$ cat config.mk
export PLATFORM = sky130hd
export DESIGN_NAME = cpu_trace_capture
export DESIGN_NICKNAME = d
export VERILOG_FILES = /design/src/rtl/cpu_trace_capture.sv
export SDC_FILE = /design/constraint.sdc
export NUM_CORES = 1
export LEC_CHECK = 0
export CAP_MARGIN = 20
export CELL_PAD_IN_SITES_DETAIL_PLACEMENT = 1
export CELL_PAD_IN_SITES_GLOBAL_PLACEMENT = 2
export CORE_MARGIN = 5
export CORE_UTILIZATION = 42
export DETAILED_ROUTE_END_ITERATION = 12
export GPL_TIMING_DRIVEN = 1
export PLACE_DENSITY_LB_ADDON = 0.2
export SYNTH_ARGS = -nofsm -noshare
export SYNTH_HDL_FRONTEND = slang
export SYNTH_SLANG_ARGS = --single-unit
$ cat constraint.sdc
create_clock -name clk_50mhz -period 4.5 [get_ports clk_50mhz]
set_clock_uncertainty 0.05 [all_clocks]
set_input_delay 1.35 -clock clk_50mhz [delete_from_list [all_inputs] [get_ports clk_50mhz]]
set_output_delay 1.35 -clock clk_50mhz [all_outputs]
set_load 0.005 [all_outputs]
$ cat src/rtl/cpu_trace_capture.sv
// rtl/cpu_trace_capture.sv - circular instruction-trace buffer with PC breakpoint and post-trigger stop
// Define TRACE_CYCLE_STAMP_EN to append a cycle_cnt stamp as the low field of each record.
module cpu_trace_capture #(
  parameter int PC_W    = 8,
  parameter int ACC_W   = 8,
  parameter int INSTR_W = 16,
  parameter int DEPTH   = 16,
  parameter int CNT_W   = 16,
  localparam int REC_W  = PC_W + INSTR_W + ACC_W,
`ifdef TRACE_CYCLE_STAMP_EN
  localparam int OUT_W  = REC_W + CNT_W
`else
  localparam int OUT_W  = REC_W
`endif
) (
  input  logic               clk_50mhz,
  input  logic               rst,
  input  logic               instr_valid,
  input  logic [PC_W-1:0]    pc_in,
  input  logic [INSTR_W-1:0] instr_in,
  input  logic [ACC_W-1:0]   acc_in,
  input  logic               arm,
  input  logic               bp_en,
  input  logic [PC_W-1:0]    bp_addr,
  input  logic [7:0]         post_count,
  input  logic               rd_en,
  output logic [OUT_W-1:0]   rd_data,
  output logic               rd_valid,
  output logic               rd_empty,
  output logic [1:0]         state_out,
  output logic               overflow,
  output logic               halt_req,
  output logic [CNT_W-1:0]   cycle_cnt
);
  localparam int PTR_W = $clog2(DEPTH);
  localparam logic [PTR_W:0] FULL = (PTR_W + 1)'(DEPTH);

  typedef enum logic [1:0] {S_IDLE = 2'd0, S_ARMED = 2'd1, S_POST = 2'd2, S_DONE = 2'd3} state_t;

  state_t             state_q, state_d;
  logic [PTR_W-1:0]   wr_ptr_q, wr_ptr_d, rd_ptr_q, rd_ptr_d;
  logic [PTR_W:0]     count_q, count_d;
  logic [7:0]         remaining_q, remaining_d, post_q, post_d;
  logic               overflow_q, overflow_d;
  logic [CNT_W-1:0]   cycle_q, cycle_d;
  logic [OUT_W-1:0]   rd_data_q, rd_data_d;
  logic               rd_valid_q, rd_valid_d;
  logic               wr_en;
  logic               trigger;
  logic [OUT_W-1:0]   rec_w;
  logic [OUT_W-1:0]   mem_q [DEPTH];

  assign trigger = bp_en && (pc_in == bp_addr);
`ifdef TRACE_CYCLE_STAMP_EN
  assign rec_w = {pc_in, instr_in, acc_in, cycle_q};
`else
  assign rec_w = {pc_in, instr_in, acc_in};
`endif

  always_comb begin
    state_d     = state_q;
    wr_ptr_d    = wr_ptr_q;
    rd_ptr_d    = rd_ptr_q;
    count_d     = count_q;
    remaining_d = remaining_q;
    post_d      = post_q;
    overflow_d  = overflow_q;
    cycle_d     = cycle_q;
    rd_data_d   = rd_data_q;
    rd_valid_d  = 1'b0;
    wr_en       = 1'b0;
    // arm restarts capture from any state and swallows a coincident retire
    if (arm) begin
      state_d    = S_ARMED;
      wr_ptr_d   = '0;
      rd_ptr_d   = '0;
      count_d    = '0;
      overflow_d = 1'b0;
      cycle_d    = '0;
      post_d     = post_count;
    end else begin
      if ((state_q == S_ARMED || state_q == S_POST) && cycle_q != '1) cycle_d = cycle_q + 1'b1;
      case (state_q)
        S_ARMED: if (instr_valid) begin
          wr_en = 1'b1;
          if (trigger) begin
            remaining_d = post_q;
            state_d     = (post_q == 8'd0) ? S_DONE : S_POST;
          end
        end
        S_POST: if (instr_valid) begin
          wr_en       = 1'b1;
          remaining_d = remaining_q - 8'd1;
          if (remaining_q == 8'd1) state_d = S_DONE;
        end
        S_DONE: if (rd_en && count_q != '0) begin
          rd_data_d  = mem_q[rd_ptr_q];
          rd_valid_d = 1'b1;
          rd_ptr_d   = rd_ptr_q + 1'b1;
          count_d    = count_q - 1'b1;
        end
        default: ;
      endcase
      // a full buffer drops its oldest entry to make room
      if (wr_en) begin
        wr_ptr_d = wr_ptr_q + 1'b1;
        if (count_q == FULL) begin
          rd_ptr_d   = rd_ptr_q + 1'b1;
          overflow_d = 1'b1;
        end else begin
          count_d = count_q + 1'b1;
        end
      end
    end
  end

  always_ff @(posedge clk_50mhz) begin
    if (rst) begin
      state_q     <= S_IDLE;
      wr_ptr_q    <= '0;
      rd_ptr_q    <= '0;
      count_q     <= '0;
      remaining_q <= '0;
      post_q      <= '0;
      overflow_q  <= 1'b0;
      cycle_q     <= '0;
      rd_data_q   <= '0;
      rd_valid_q  <= 1'b0;
    end else begin
      state_q     <= state_d;
      wr_ptr_q    <= wr_ptr_d;
      rd_ptr_q    <= rd_ptr_d;
      count_q     <= count_d;
      remaining_q <= remaining_d;
      post_q      <= post_d;
      overflow_q  <= overflow_d;
      cycle_q     <= cycle_d;
      rd_data_q   <= rd_data_d;
      rd_valid_q  <= rd_valid_d;
    end
  end

  always_ff @(posedge clk_50mhz) begin
    if (wr_en && !rst) mem_q[wr_ptr_q] <= rec_w;
  end

  assign rd_data   = rd_data_q;
  assign rd_valid  = rd_valid_q;
  assign rd_empty  = (count_q == '0);
  assign state_out = state_q;
  assign overflow  = overflow_q;
  assign halt_req  = (state_q == S_DONE);
  assign cycle_cnt = cycle_q;
endmodule

### Yosys cells after proc, flatten, opt, wreduce, memory -nomap -nowiden

Memories as Yosys holds them, arrays and structs flattened. A register that Yosys moved wholly into a read port is not among the register bits.
Cells that the tools add are included.
Widths: inputs -> output; s select.

* memories kept: 1
* RAM bits: 512
* word-level logic and storage cells: 79
* register bits after elaboration: 49
* output and inout bits: 54

* mux-type cells: 26
* bitwise logic cells: 2
* reductions and logical operators: 19
* eq/ne operators: 15
* $add $sub $neg: 6

Memories
* mem_q: depth 16, width 32, rd ports 1, clocked after Yosys merged registers in 1, write ports 1, RTL line 51 `logic [OUT_W-1:0] mem_q [DEPTH];`

Operators by type and width (count)
* $mux 8: 3
* $mux 5: 4
* $add 16x1->16 const B: 1
* $mux 4: 4
* $ne 16x16->1 const B: 1
* $pmux 8 s2: 1
* $reduce_and 5->1: 3
* $mux 1: 9
* $ne 3x3->1 const B: 3
* $add 4x1->4 const B: 2
* $eq 8x1->1 const B: 1
* $eq 8x8->1: 1
* $logic_not 8->1: 1
* $mux 2: 4
* $sub 8x1->8 const B: 1
* $ne 2x2->1 const B: 3
* $add 5x1->5 const B: 1
* $eq 5x5->1 const B: 1
* $logic_not 5->1: 1
* $reduce_bool 5->1: 1
* $sub 5x1->5 const B: 1
* $eq 2x2->1 const B: 2
* $logic_and 1x1->1: 4
* $pmux 2 s2: 1
* other kinds (12): 14

### Depth between registers and ports, before layout

* depth after elaboration: 8
* mapped depth: 9
* depth with buffers taken out: 7

### Least setup slack after synthesis

No wires, ideal clock.

* path kind: input port to flip-flop
* start: input port rst
* end: memory mem_q[2][0] (netlist bit) (enable)
* arrival time: 4.341 ns
* path slack: -0.352 ns
* required time: 3.989 ns
* stages: 5
* setup time: 0.461 ns
* path through: clkbuf_1 nor2_1 clkbuf_1 nand3_1 nor3_1

* cells in the longest elaborated chain, start to end: 4

RTL lines
* start, declared: RTL line 17 `input logic rst,`
* $logic_not 1->1: RTL line 144 `if (wr_en && !rst) mem_q[wr_ptr_q] <= rec_w;`
* $logic_and 1x1->1: RTL line 144
* $mux 1: RTL line 144
* $mux 1 (not written as such): RTL line 144
* end, declared: RTL line 51

Every way passes these cells.

### Worst setup path after layout

* start: register count_q[1]
* end: output port rd_empty

* cells in the longest elaborated chain, start to end: 1

RTL lines
* start, declared: RTL line 42 `logic [PTR_W:0] count_q, count_d;`
* start signal, assigned: RTL line 133 `count_q <= count_d;`
* $logic_not 5->1: RTL line 149 `assign rd_empty = (count_q == '0);`
* end, declared: RTL line 29 `output logic rd_empty,`

Every way passes these cells.

==> results.py <==
metrics = {
    "run_status": {
        "run_status": "completed",
    },
    "yosys": {
        "yosysTopAreaCell": "edfxtp_1",
        "ys_top_cells_by_area": "edfxtp_1 (67%), mux4_2 (13%), dfxtp_1 (7.1%)",
        "syn_avg_cell_area_um2": 19.3,
        "synth_common_cells": "edfxtp_1 (512), mux4_2 (128), dfxtp_1 (81)",
        "synth_nets": 1255,
        "synth_area_mm2": 0.0230,
        "synth-seq-cells": 593,
        "synth.distinct_cells": 54,
        "synthCells": 1188,
        "ys_warn_count": 0,
        "ys_async_sr_fraction_pct": 0,
        "synth_edf_count": 512,
        "synth_top_area_share_pct": 66.9,
        "synth_most_common_cell": "edfxtp_1",
        "seq_area_frac_synth_pct": 74.0,
        "synthFlopType": "edfxtp_1",
    },
    "sta": {
        "fmax_mhz": 279,
        "drv_slew": 0,
        "whs_ps": 404,
        "layout_min_cycle_time_ps": 3580,
        "finalCritPeriodShare_pct": 79.6,
        "fin_setup_tns_ps": 0,
        "worst_pin_slew_ps": 1090,
        "max-slew-margin-rel_pct": 27.6,
        "rsz0062_at_grt": "false",
        "hold_viol": 0,
        "setup-violations-final": 0,
    },
    "drt": {
        "wire_per_inst_um": 26.0,
        "dr.pass1.iters": 5,
        "ant_nets": 0,
        "vias": 11700,
        "vias_per_cell": 5.59,
        "totalWireLength_mm": 54.4,
        "route.detailed.drc": 0,
        "drt-initial-drc-count": 801,
    },
    "cts": {
        "postCtsHoldBufs": 0,
        "postCtsSetupBuffers": 0,
        "cts_sinks": 593,
        "post_cts_resized": 0,
        "clkLatencyLatePin_ps": 630,
        "htree_levels": 2,
        "cts_buffers": 59,
        "cts_buffer_depth": 3,
        "cts.clk_slew.worst_paths_ps": 60,
        "cts_root_buffer": "clkbuf_16",
        "cts_tree": "built",
    },
    "critical_path": {
        "critPathMaxFanout": 5,
        "arrival_ps": 2180,
        "ff2ff_setup_slack_ps": 1650,
        "worst_path_max_delay_cell": "clkdlybuf4s50_1",
        "start_kind": "flop",
        "cp.required_ps": 3100,
        "path_class": "flop to output pin",
        "end_kind": "output pin",
        "max_stage_delay_ps": 580,
        "path_cells": "inv_1 > ha_1 > nor4b_4 > clkdlybuf4s50_1",
    },
    "floorplanning": {
        "initial_core_util_pct": 42.5,
        "die_y_um": 244,
        "die_w_um": 244,
        "die-area_mm2": 0.0595,
        "ios": 108,
        "coreArea_mm2": 0.0540,
        "rows": 85,
    },
    "worst_hold_path": {
        "hold_class": "flop to flop",
    },
    "grt": {
        "grt_pass1_vias": 12800,
        "grt_max_degree": 48,
        "grt_pass1_wl_mm": 83.1,
        "overflow": 0,
        "antenna_found_initial": 1,
        "grtUsageTotal_pct": 18.4,
    },
    "final_layout": {
        "nets": 1418,
        "area_growth_pct": 18.8,
        "finish.instance_area_mm2": 0.0273,
        "drive_above_1_share_pct": 21.5,
        "instances_no_fill": 2096,
        "antenna_cells": 0,
    },
    "place": {
        "placed_area_mm2": 0.0253,
        "globalplace.congestion": 0.728,
        "dp_cells": 1986,
        "portBuffers": 107,
        "post-dp-hpwl_mm": 32.1,
    },
    "run": {
        "cap_violations": 0,
    },
    "power": {
        "power.leakage_nw": 8.65,
        "powerDensity_mw_per_mm2": 414,
        "peakVddDrop_uv": 296,
    },
}
## power breakdown
| group | switching (mW) | total, mW | internal (mW) |
|---|---|---|---|
| clock | 2.09 | 5.05 | 2.96 |
| combinational | 0.156 | 0.253 | 0.0970 |
| sequential | 0.0132 | 5.99 | 5.98 |
| total | 2.26 | 11.3 | 9.04 |
## area by class of cell
cell class | count | area (um^2)
clock buffer | 75 | 1560
clock inverter | 35 | 429
fill | 4926 | 26700
inverter | 12 | 45.0
multi-input combinational | 520 | 5790
sequential | 593 | 17000
tap | 696 | 871
timing repair buffer | 165 | 1620
## layout by cell type (no fill, tap or decap), types with 11 or more instances in the layout
master           netlist  layout
mux2i_1               76      76
dfxtp_1               81      78
nand3_1               16      15
clkbuf_16              0      59
clkinv_1               0      11
ha_1                  13      13
a21o_1                31      31
buf_4                 10      49
xnor2_1               11      11
mux4_2               128     128
nor2_4                 0      12
o21ai_0               23      23
o22ai_1               32      32
clkdlybuf4s50_1        0     107
nand2_1               23      23
inv_1                 12      12
clkinv_2               0      11
nor2_1                55      43
edfxtp_1             512     512
xor2_1                16      16
clkbuf_1              28      14
## cells by family (layout without fill, tap and decap cells)
family | after synthesis | count (layout) | synth area share (%)
AOI/OAI and AO/OA | 118 | 118 | 3.39
adders and majority gates | 13 | 13 | 0.708
xor gates and xnor gates | 27 | 27 | 1.03
buffers and inverters | 75 | 287 | 1.54
DFF | 593 | 593 | 74.0
muxes | 204 | 204 | 15.9
and+or+nand+nor | 158 | 158 | 3.53
## per-layer routing
metal	track usage, %	part of all wire, %
met1	25.8	45
met2	30.7	50
met3	2.87	3.8
met4	4.38	1.8
met5	0	0.024
## state kept, by name (all words and copies together), names as in the netlist
signal / flops
count_q: 5
post_q: 8
mem_q: 512
cycle_cnt: 16
wr_ptr_q: 4
rd_data: 32
overflow: 1
rd_ptr_q: 4
rd_valid: 1
remaining_q: 8
state_out: 2
## worst max-delay path: cells and delay by family (launching register included)
| kind | cells | cell delay (ps) |
|---|---|---|
| adders and majority gates | 1 | 210 |
| DFF | 1 | 350 |
| buffers and inverters | 2 | 670 |
| and+or+nand+nor | 1 | 330 |
## through the flow
| stage | worst slack [ps] | power [mW] | utilization [%] |
|---|---|---|---|
| floorplan | 499 | 6.20 | - |
| global placement | 642 | 6.36 | 46.9 |
| detailed placement | 559 | 6.37 | 46.9 |
| CTS | 850 | 11.4 | 50.6 |
| global route | 767 | 11.7 | 50.6 |
| finish | 920 | 11.3 | 50.6 |
## worst paths after layout
check / from / to / cells after the start
hold / removal: rd_data[12] / rd_data[12] / 1
setup reg to reg: state_out[0] / mem_q[4][10] / 7
hold reg to reg: rd_data[12] / rd_data[12] / 1
setup / recovery: count_q[1] / rd_empty / 4
Note: power is estimated with default switching activity, not from simulation.
